[config.mk]
export PLATFORM = sky130hd
export DESIGN_NAME = mod_controller_responder
export DESIGN_NICKNAME = d
export VERILOG_FILES = /design/src/rtl/mod_controller_responder.sv
export SDC_FILE = /design/constraint.sdc
export NUM_CORES = 1
export LEC_CHECK = 0
export ABC_CLOCK_PERIOD_IN_PS = 3000
export CAP_MARGIN = 15
export CORE_MARGIN = 10
export CORE_UTILIZATION = 33
export DETAILED_ROUTE_END_ITERATION = 8
export DONT_BUFFER_PORTS = 1
export GPL_TIMING_DRIVEN = 0
export MAX_ROUTING_LAYER = met4
export SLEW_MARGIN = 30
export SYNTH_ARGS = -nofsm -noshare
export SYNTH_HDL_FRONTEND = slang
export SYNTH_SLANG_ARGS = --single-unit
[constraint.sdc]
create_clock -name in_clk_12_mhz -period 3 [get_ports in_clk_12_mhz]
set_clock_uncertainty 0.2 [all_clocks]
set_input_delay 0.6 -clock in_clk_12_mhz [delete_from_list [all_inputs] [get_ports in_clk_12_mhz]]
set_output_delay 0.6 -clock in_clk_12_mhz [all_outputs]
set_load 0.01 [all_outputs]
[src/rtl/mod_controller_responder.sv]
// NES controller pad emulator: answers latch/pulse strobes from a console-side
// reader by shifting out eight active-low button states on the data line.
module mod_controller_responder #(
    parameter int unsigned TIMEOUT_CYCLES = 24000
) (
    input  logic       in_clk_12_mhz,
    input  logic       in_reset,
    input  logic       in_controller_latch,
    input  logic       in_controller_pulse,
    input  logic [7:0] in_buttons,
    output logic       out_controller_data,
    output logic       out_busy,
    output logic       out_frame_done,
    output logic [7:0] out_poll_count
);

    localparam int unsigned TW = $clog2(TIMEOUT_CYCLES + 1);
    localparam logic [TW-1:0] TIMEOUT_LAST = TW'(TIMEOUT_CYCLES);

    typedef enum logic [1:0] {
        ST_IDLE,
        ST_LATCHED,
        ST_SHIFTING,
        ST_DONE
    } state_t;

    state_t        state, state_next;
    logic          latch_meta, latch_sync, latch_prev;
    logic          pulse_meta, pulse_sync, pulse_prev;
    logic [7:0]    sr, sr_next;
    logic [3:0]    idx, idx_next;
    logic [TW-1:0] tcnt, tcnt_next, tcnt_inc;
    logic          data_next, frame_done_next, busy_next;
    logic [7:0]    poll_count_next;
    logic          latch_fall, pulse_rise;

    assign latch_fall = latch_prev & ~latch_sync;
    assign pulse_rise = pulse_sync & ~pulse_prev;
    assign tcnt_inc   = tcnt + TW'(1);

    always_comb begin
        // NOTE: every comb output gets a default first so no path leaves it unassigned (no latch).
        state_next      = state;
        sr_next         = sr;
        idx_next        = idx;
        tcnt_next       = tcnt;
        data_next       = out_controller_data;
        frame_done_next = 1'b0;
        poll_count_next = out_poll_count;

        // Latch level wins over any pulse edge seen in the same cycle.
        if (latch_sync && state != ST_LATCHED) begin
            state_next = ST_LATCHED;
            idx_next   = '0;
        end else begin
            case (state)
                ST_IDLE: begin
                    data_next = 1'b1;
                end
                ST_LATCHED: begin
                    sr_next   = in_buttons;
                    idx_next  = '0;
                    data_next = ~in_buttons[0];
                    if (latch_fall) begin
                        state_next = ST_SHIFTING;
                        tcnt_next  = '0;
                    end
                end
                ST_SHIFTING: begin
                    data_next = ~sr[0];
                    if (pulse_rise) begin
                        tcnt_next = '0;
                        idx_next  = idx + 4'd1;
                        sr_next   = {1'b0, sr[7:1]};
                        if (idx == 4'd7) begin
                            data_next       = 1'b1;
                            frame_done_next = 1'b1;
                            poll_count_next = out_poll_count + 8'd1;
                            state_next      = ST_DONE;
                        end else begin
                            data_next = ~sr[1];
                        end
                    end else if (tcnt_inc == TIMEOUT_LAST) begin
                        state_next = ST_IDLE;
                        data_next  = 1'b1;
                        tcnt_next  = '0;
                    end else begin
                        tcnt_next = tcnt_inc;
                    end
                end
                ST_DONE: begin
                    data_next = 1'b1;
                    if (pulse_rise) begin
                        tcnt_next = '0;
                    end else if (tcnt_inc == TIMEOUT_LAST) begin
                        state_next = ST_IDLE;
                        tcnt_next  = '0;
                    end else begin
                        tcnt_next = tcnt_inc;
                    end
                end
                default: begin
                    state_next = ST_IDLE;
                end
            endcase
        end

        busy_next = (state_next == ST_LATCHED) || (state_next == ST_SHIFTING);
    end

    always_ff @(posedge in_clk_12_mhz) begin
        // NOTE: sequential state uses non-blocking assignments so all flops update together.
        if (in_reset) begin
            latch_meta          <= 1'b0;
            latch_sync          <= 1'b0;
            latch_prev          <= 1'b0;
            pulse_meta          <= 1'b0;
            pulse_sync          <= 1'b0;
            pulse_prev          <= 1'b0;
            state               <= ST_IDLE;
            sr                  <= '0;
            idx                 <= '0;
            tcnt                <= '0;
            out_controller_data <= 1'b1;
            out_busy            <= 1'b0;
            out_frame_done      <= 1'b0;
            out_poll_count      <= '0;
        end else begin
            latch_meta          <= in_controller_latch;
            latch_sync          <= latch_meta;
            latch_prev          <= latch_sync;
            pulse_meta          <= in_controller_pulse;
            pulse_sync          <= pulse_meta;
            pulse_prev          <= pulse_sync;
            state               <= state_next;
            sr                  <= sr_next;
            idx                 <= idx_next;
            tcnt                <= tcnt_next;
            out_controller_data <= data_next;
            out_busy            <= busy_next;
            out_frame_done      <= frame_done_next;
            out_poll_count      <= poll_count_next;
        end
    end

endmodule

==> results of run 1 <==
## cells in the mapped netlist (4+ instances only)
| library cell | count | share of area |
|---|---|---|
| and3_1 | 7 | 0.018 |
| a21oi_1 | 13 | 0.026 |
| xor2_1 | 6 | 0.021 |
| o21ai_0 | 7 | 0.014 |
| nor3_1 | 9 | 0.018 |
| o31ai_1 | 4 | 0.012 |
| nand2_1 | 27 | 0.041 |
| nor2_1 | 37 | 0.056 |
| o32ai_1 | 4 | 0.014 |
| ha_1 | 7 | 0.035 |
| clkbuf_1 | 10 | 0.015 |
| dfxtp_1 | 46 | 0.37 |
| a211oi_1 | 7 | 0.021 |
| inv_1 | 8 | 0.012 |
| a31oi_1 | 9 | 0.023 |
| nand2b_1 | 4 | 0.010 |
| nor2b_1 | 9 | 0.023 |
| nand3_1 | 13 | 0.026 |
| o21ai_1 | 4 | 0.0080 |
| mux2i_1 | 10 | 0.040 |
| nand4_1 | 7 | 0.018 |
## flip-flops by register name, summed over array words and instances, names as in the netlist
| signal | cells |
|---|---|
| idx | 4 |
| out_poll_count | 8 |
| latch_sync | 1 |
| out_busy | 1 |
| pulse_prev | 1 |
| latch_meta | 1 |
| out_frame_done | 1 |
| pulse_sync | 1 |
| pulse_meta | 1 |
| sr | 8 |
| tcnt | 15 |
| latch_prev | 1 |
| out_controller_data | 1 |
| state | 2 |
## metrics by stage
step / cells / hold slack (ps) / power (W) / setup WS (ps) / util
CTS: 407 / 214 / 0.00111 / 103 / 0.371
global placement: 399 / 219 / 0.000708 / 108 / 0.358
detailed placement: 399 / 225 / 0.000709 / 134 / 0.358
finish: 407 / 223 / 0.00110 / 324 / 0.372
global route: 407 / 231 / 0.00114 / 108 / 0.372
floorplan: 300 / 214 / 0.000692 / 693 / -
## area by class of cell
type                            instances  area (um^2)
Buffer                                 16         71.3
Clock buffer                            5         68.8
Clock inverter                          3         23.8
Fill cell                             751         4600
Inverter                                8         30.0
Multi-Input combinational cell        230         1490
Sequential cell                        46          921
Tap cell                               99          124
## path summary, 6_finish.rpt
kind	from	end	slack (ps)	cells after the start
setup / recovery	state[1]	tcnt[10]	320	7
hold / removal	in_controller_latch	latch_meta	220	1
setup reg to reg	state[1]	tcnt[10]	320	7
hold reg to reg	latch_meta	latch_sync	240	1
## worst reg2reg max path, delay by kind of cell, from the launching register on
kind	cells	cell delay (ps)
flops	1	440
buf+inv	3	810
compound gates	3	930
fa+ha+maj	1	210
## timing repair
action                                  in CTS  in global routing
setup buffers                                0                  0
endpoints found under the setup margin       0                 10
hold buffers                                 0                  0
gates resized for setup                      0                  1
## logic make-up after synthesis
logic type / after synthesis
AOI/OAI and AO/OA: 66
xor gates and xnor gates: 9
adders and majority gates: 7
buffers and inverters: 24
DFF: 46
muxes: 10
and+or+nand+nor: 138
## power breakdown
group          total (W)  switching (W)  leakage, nW  internal, W
logic          0.0000662      0.0000435        0.483    0.0000227
registers       0.000631     0.00000839        0.373     0.000622
clock network   0.000407       0.000240       0.0408     0.000167
## routing by layer
metal | vias up | GRT usage | share of wire
met5 | - | - | 0
met4 | 0 | 0.0387 | 0.013
met3 | 4 | 0.0305 | 0.074
met2 | 75 | 0.165 | 0.46
met1 | 1046 | 0.138 | 0.45
li1 | 1099 | - | -
==> results.cfg, run 1 <==
[placed_design]
place_area_um2 = 2630
gp_congestion = 0.905
dpl.hpwl_um = 4300
portBuffers = 0

[cts]
clk_path_buf_depth = 2
cts_tree = done
cts_buffers = 5
clk_latency_ps = 310
clk_pin_slew_ps = 100
htreeDepth = 2
cts-root-buf = clkbuf_8
cts.sinks = 46

[floorplanning]
fp.coreArea_um2 = 7330
dieArea_um2 = 11500
initial_utilization = 0.341
die_w_um = 107
die_h_um = 107
ios = 23
rows = 31

[yosys]
syn_area_um2 = 2500
synth.distinct_cells = 53
synth_ff_type = dfxtp_1
ys_seq_area_frac = 0.368
avgSynthCellArea_um2 = 8.34
synth_xor_area_frac = 0.0315
synthArstFlopShare = 0
synth_seq_cells = 46
synth_nets = 319
synth_mux_area_frac = 0.0400
synthCells = 300
yosysWarnings = 0
synth_edf_count = 0
synth_compound_gate_area_share = 0.189
synthAdderAreaFrac = 0.0350
synth_top_family_by_area = simple AND/OR/NAND/NOR gates
synth-simple-area-share = 0.296

[critical_path]
cpLargestDelayFamily = compound AO/OA/AOI/OAI gates
startpoint_type = flop
critPathBufInv = 3
crit_fanout = 10
slowest_stage = o31ai_2
crit_type = flop to flop
crit_path_cell_trace = inv_1, ha_1, clkbuf_1, o31ai_2, clkbuf_1, a21oi_1, o32ai_1
cpPeakStageDelay_ps = 620
cp-end-kind = flop
worstPathArrival_ps = 2690
crit_top_cell = clkbuf_1
cp_data_required_time_ps = 3020

[timing]
worst_slew_pin_slew_ps = 613
period_needed_ps = 2680
setup_viol = 0
rsz0062_at_grt = no
timing.setup.tns_ps = 0
finalCritPeriodShare = 0.892
finalHoldViolCount = 0
max_freq_mhz = 374
slew_viol_final = 0
max_slew_margin = 0.588

[routing]
routed_wl_um = 6060
via_per_inst = 5.46
drt_drc_violations_left = 0
vias = 2224
drtPass1Iterations = 4
ant_nets = 0
drtIter0Drc = 216
wl_per_cell_um = 14.9

[cells_and_area]
mostFrequentLayoutCells = dfxtp_1, nor2_1, nand2_1
drive_gt1_frac = 0.0877
diodes = 0
final_common_cell = dfxtp_1
stdcell_area_um2 = 2730
syn_to_final_growth_pct = 9.10
nets = 326

[run_status]
status = finished, final reports clean

[grt]
grt_pass1_wl_um = 10300
grt_pass1_vias = 2083
grt_max_degree = 17
overflow = 0
antenna_found_initial = 0
grt_usage = 0.110

[pwr]
leakagePower_nw = 0.897
pwr_density_cell_nw_per_um2 = 404
peakVddDrop_v = 0.000370

[hold_path]
hp-class = input port to flop

[job]
maxCapViolCount = 0
(Power assumes the default switching activity.)
==> inputs of run 2 (changes only) <==
==> constraint.sdc (replaced) <==
create_clock -name in_clk_12_mhz -period 3 [get_ports in_clk_12_mhz]
set_clock_uncertainty 0.2 [all_clocks]
set_input_delay 0.75 -clock in_clk_12_mhz [delete_from_list [all_inputs] [get_ports in_clk_12_mhz]]
set_output_delay 0.75 -clock in_clk_12_mhz [all_outputs]
set_load 0.01 [all_outputs]
==> results of run 2 <==
The final DEF is identical to that of run 1. Status: finished, final reports clean.
Main changes from that run: hold slack 223 ps -> 241 ps; end point of the worst hold path latch_meta -> latch_sync
==> edit 1: new RTL, config.mk and constraints of run 1 <==
The parameter `TIMEOUT_CYCLES` goes from 24000 to 96000.
--- a/src/rtl/mod_controller_responder.sv
+++ b/src/rtl/mod_controller_responder.sv
@@ -1,7 +1,7 @@
 // NES controller pad emulator: answers latch/pulse strobes from a console-side
 // reader by shifting out eight active-low button states on the data line.
 module mod_controller_responder #(
-    parameter int unsigned TIMEOUT_CYCLES = 24000
+    parameter int unsigned TIMEOUT_CYCLES = 96000
 ) (
     input  logic       in_clk_12_mhz,
     input  logic       in_reset,
Function: same outputs for any inputs over 10 cycles, from zero or initial values and one cycle with in_reset high; that may be too few to reach the edited logic, so the function may still have changed.
==> edit 1 against run 1 <==
  * First-iteration DRC count rose by 2.3%
  * Wire length is 1.3% higher
  * Non-clock buffer count grew 1
  * Power rose by 11%
  * Synthesized area grew 4.1%
  * Sequential cell count rose by 2
  * Design area grew 4.6%
  * Setup slack worse by 240 ps
  * Synthesized cell count up 1.3%
  * Largest power group unchanged
==> edit 1: results (changes against run 1) <==
The highest ir drop seen on vdd came out at 0.2516 mV (-32%). The first-pass GRT wire length is 10320 um (+0.14%). The number of violations reported at the end of detailed-routing iteration 0 is 221 (+2.3%). The beginning of the critical path is tcnt[0]$_SDFFE_PP0P_.

The final layout net count came out at 330 (+1.2%). The worst hold path terminates at out_controller_data$_SDFFE_PP1N_. The met2 usage in global routing is 15.82% (-0.72 points). The leakage dissipation came to 0.9801 nW (+9.3%). Sorting the synthesized cells by area gives the leading types as sky130_fd_sc_hd__dfxtp_1 (37%), sky130_fd_sc_hd__nor2_1 (4.8%), sky130_fd_sc_hd__ha_1 (3.4%), sky130_fd_sc_hd__nand2_1 (3.3%), sky130_fd_sc_hd__mux2i_1 (3.1%). The startpoint of the tightest hold check path is in_buttons[0]. The number of global-route vias before repair came out at 2115 (+1.5%). The total wire length was 6140 um (+1.3%). The largest registers in the layout are tcnt: 17 flops, out_poll_count: 8 flops, sr: 8 flops.

The number of instances in the synthesized netlist is 304 (+1.3%). Among cell families on the critical path, the largest total delay comes from simple AND/OR/NAND/NOR gates. The fraction of layout cells with a size suffix above 1 was 9.615% (+0.85 points). The reg2reg setup slack is 80 ps (-240 ps). By count the netlist is led by sky130_fd_sc_hd__dfxtp_1 (48), sky130_fd_sc_hd__nor2_1 (33), sky130_fd_sc_hd__nand2_1 (23). The number of detailed-routing iterations run before antenna repair is 5 (+1). The post-cts resize count came to 1 (+1). The via density per instance came to 5.466 (about the same). The flow ran to the end, and the final reports show no timing, DRC or antenna violations.

The capture point of the worst reg-to-reg path is tcnt[9]$_SDFFE_PP0P_. The global routing met1 resource utilization is 14.12% (+0.32 points). The minimum setup slack after placement is 23.35 ps (-110.4 ps). The worst-case hold slack is 209.9 ps (-12.68 ps).

The cell area reported after detailed placement came out at 2731 um^2 (+4.1%). The top achievable clock speed came out at 342.7 MHz (-8.3%). The met3 layer usage reported by global route came out at 2.301% (-0.75 points).
[edit 1: cell types whose count changed after synthesis, sizes merged, moves of 5 or more]
cell and delta:
nor2 -5, a31oi -5, o21ai -5, xnor2 +5, a22o +5, nand2 -5
[edit 1: cell families after synthesis]
logic type                 share of synthesized area [%]
AOI/OAI and AO/OA                                  20.47
xor gates and xnor gates                           4.709
adders and majority gates                          3.364
buffers and inverters                              4.517
DFF                                                36.91
muxes                                              3.076
and+or+nand+nor                                    26.96
[edit 1: area by class of cell]
type / count / area (um^2) / share of cell area (%)
plain buffers: 17 / 87.58 / 3.069
inverters: 8 / 30.03 / 1.052
flip-flops and latches: 48 / 962.2 / 33.71
multi-input cells: 231 / 1531 / 53.66
clock buffers: 5 / 68.82 / 2.411
clock inverters: 3 / 46.29 / 1.622
well taps: 102 / 127.6 / 4.472
[edit 1: report_power, final]
part           leakage, nW  switching, mW  internal [mW]  total [mW]
clock               0.0548          0.244          0.252       0.495
combinational        0.536         0.0452         0.0262      0.0714
sequential           0.389        0.00933          0.651       0.660
==> edit 2: new RTL, settings of run 1 <==
Made on the original files. Make the reset (`in_reset`) asynchronous in one clocked block.
--- a/src/rtl/mod_controller_responder.sv
+++ b/src/rtl/mod_controller_responder.sv
@@ -108,7 +108,7 @@
         busy_next = (state_next == ST_LATCHED) || (state_next == ST_SHIFTING);
     end
 
-    always_ff @(posedge in_clk_12_mhz) begin
+    always_ff @(posedge in_clk_12_mhz or posedge in_reset) begin
         // NOTE: sequential state uses non-blocking assignments so all flops update together.
         if (in_reset) begin
             latch_meta          <= 1'b0;
Behaviour: differs if in_reset is asserted again (counterexample within 4 cycles, from zero or initial values and one cycle with in_reset high); with in_reset held inactive, the same outputs for 10 cycles.
==> edit 2 against run 1 <==
  * Hold slack worse by 190 ps
  * Setup slack got worse by 120 ps
  * Synthesized area fell by 0.95%
  * Design area decreased by 0.32%
  * Count of clock-buffer cells in the layout grew 1
  * First-iteration DRC count fell by 44%
  * Wire length is 15% lower
  * Sequential share of layout area grew 8.6 points
  * Sequential cell count unchanged
Power is not compared: it rests on default switching activity, and its combinational part moved more than twofold at a synthesized area within 25%.
==> edit 2: results (changes against run 1) <==
The number of detailed-routing iterations run before antenna repair is 5 (+1). The total wire length came out at 5141 um (-15%). Sorting the synthesized cells by area gives the leading types as sky130_fd_sc_hd__dfrtp_1 (45%), sky130_fd_sc_hd__nand2_1 (5.9%), sky130_fd_sc_hd__mux2i_1 (4.0%), sky130_fd_sc_hd__o21ai_0 (4.0%), sky130_fd_sc_hd__ha_1 (3.5%). The overall track demand over capacity in global routing came out at 10.04% (-0.96 points). The first-pass GRT wire length is 9287 um (-9.8%). The number of clock buffers inserted by TritonCTS was 5 (unchanged).

The final HPWL from detailed placement came to 3752 um (-13%). The met3 layer usage reported by global route came out at 2.874% (-0.18 points). The worst stage delay on the critical path is 480 ps (-140 ps). The cell area reported after detailed placement was 2604 um^2 (-0.81%). The maximum number of pins on one net before global-route repair came out at 47 (+30). The final RePlAce weighted congestion is 0.8113 (-10%).

The global routing met1 resource utilization is 13.21% (-0.59 points). The data arrival time of the worst path is 2790 ps (+100 ps). The mean instance size in the synthesized netlist is 9.492 um^2 (+14%). The proportion of register bits with asynchronous set or reset after synthesis came to 100.0% (+100 points). The measured slew at the worst slew-check pin came to 713.2 ps (+99.87 ps). The distinct cell type count after synthesis is 49 (-7.5%). The share of the yosys chip area belonging to registers came out at 46.52% (+9.7 points). The kind of cell with the highest combined delay on the critical path is simple AND/OR/NAND/NOR gates.

The run finished with clean final reports. The total nets after synthesis came out at 280 (-12%). The final-report setup violation count is 0 (unchanged). The clock transition time at the flip-flop clock pins of the worst setup and hold paths is 80 ps (-20 ps). The fraction of layout cells with a size suffix above 1 was 11.15% (+2.4 points). After synthesis, the most frequently instantiated cells are sky130_fd_sc_hd__dfrtp_1 (45), sky130_fd_sc_hd__nand2_1 (39), sky130_fd_sc_hd__o21ai_0 (20). The count of placed standard cells in the final layout, fillers left out came to 368 (-9.6%). The total vias in the final route came out at 1912 (-14%). The slowest stage of the critical path is the sky130_fd_sc_hd__or4_1 cell. For this run, the leading register cell type out of synthesis is sky130_fd_sc_hd__dfrtp_1. The final layout net count came out at 287 (-12%).
-- edit 2: per-layer routing --
layer,wire (um),up-vias,part of all wire (%)
met2,2387,35,46
li1,-,948,-
met1,2519,922,49
met5,0,-,0
met4,59,0,1.1
met3,176,7,3.4
-- edit 2: area by class of cell --
type | count | area, um^2
fill | 759 | 4572
clock buffer | 6 | 72.57
buffer | 13 | 66.31
inverter | 6 | 25.02
clock inverter | 2 | 37.54
sequential | 46 | 1152
multi-input combinational | 196 | 1242
tap | 99 | 123.9
-- edit 2: cell families (layout without fill, tap and decap cells) --
kind of cell	after synthesis	in the layout	synth area share, %
buffers and inverters	19	27	3.535
xor gates and xnor gates	12	12	4.242
muxes	11	11	4.495
AOI/OAI and AO/OA	48	48	13.03
adders and majority gates	7	7	3.535
DFF	46	46	46.52
and+or+nand+nor	118	118	24.65
-- edit 2: path summary, 6_finish.rpt --
check                       slack, ps                  from                   end  depth (start not counted)
setup / recovery                  200   tcnt[0]$_DFFE_PP0P_   tcnt[6]$_DFFE_PP0P_                          9
hold / removal                     30              in_reset  pulse_meta$_DFF_PP0_                          1
setup reg to reg                  200   tcnt[0]$_DFFE_PP0P_   tcnt[6]$_DFFE_PP0P_                          9
hold reg to reg                   140  latch_meta$_DFF_PP0_  latch_sync$_DFF_PP0_                          0
max in group asynchronous        2190              in_reset  pulse_prev$_DFF_PP0_                          1
min in group in_clk_12_mhz        120   in_controller_pulse  pulse_meta$_DFF_PP0_                          0
-- edit 2: power breakdown --
group	switching (mW)	internal, mW
clock	0.208	0.249
combinational	0.347	0.197
sequential	0.0787	0.723
total	0.633	1.17
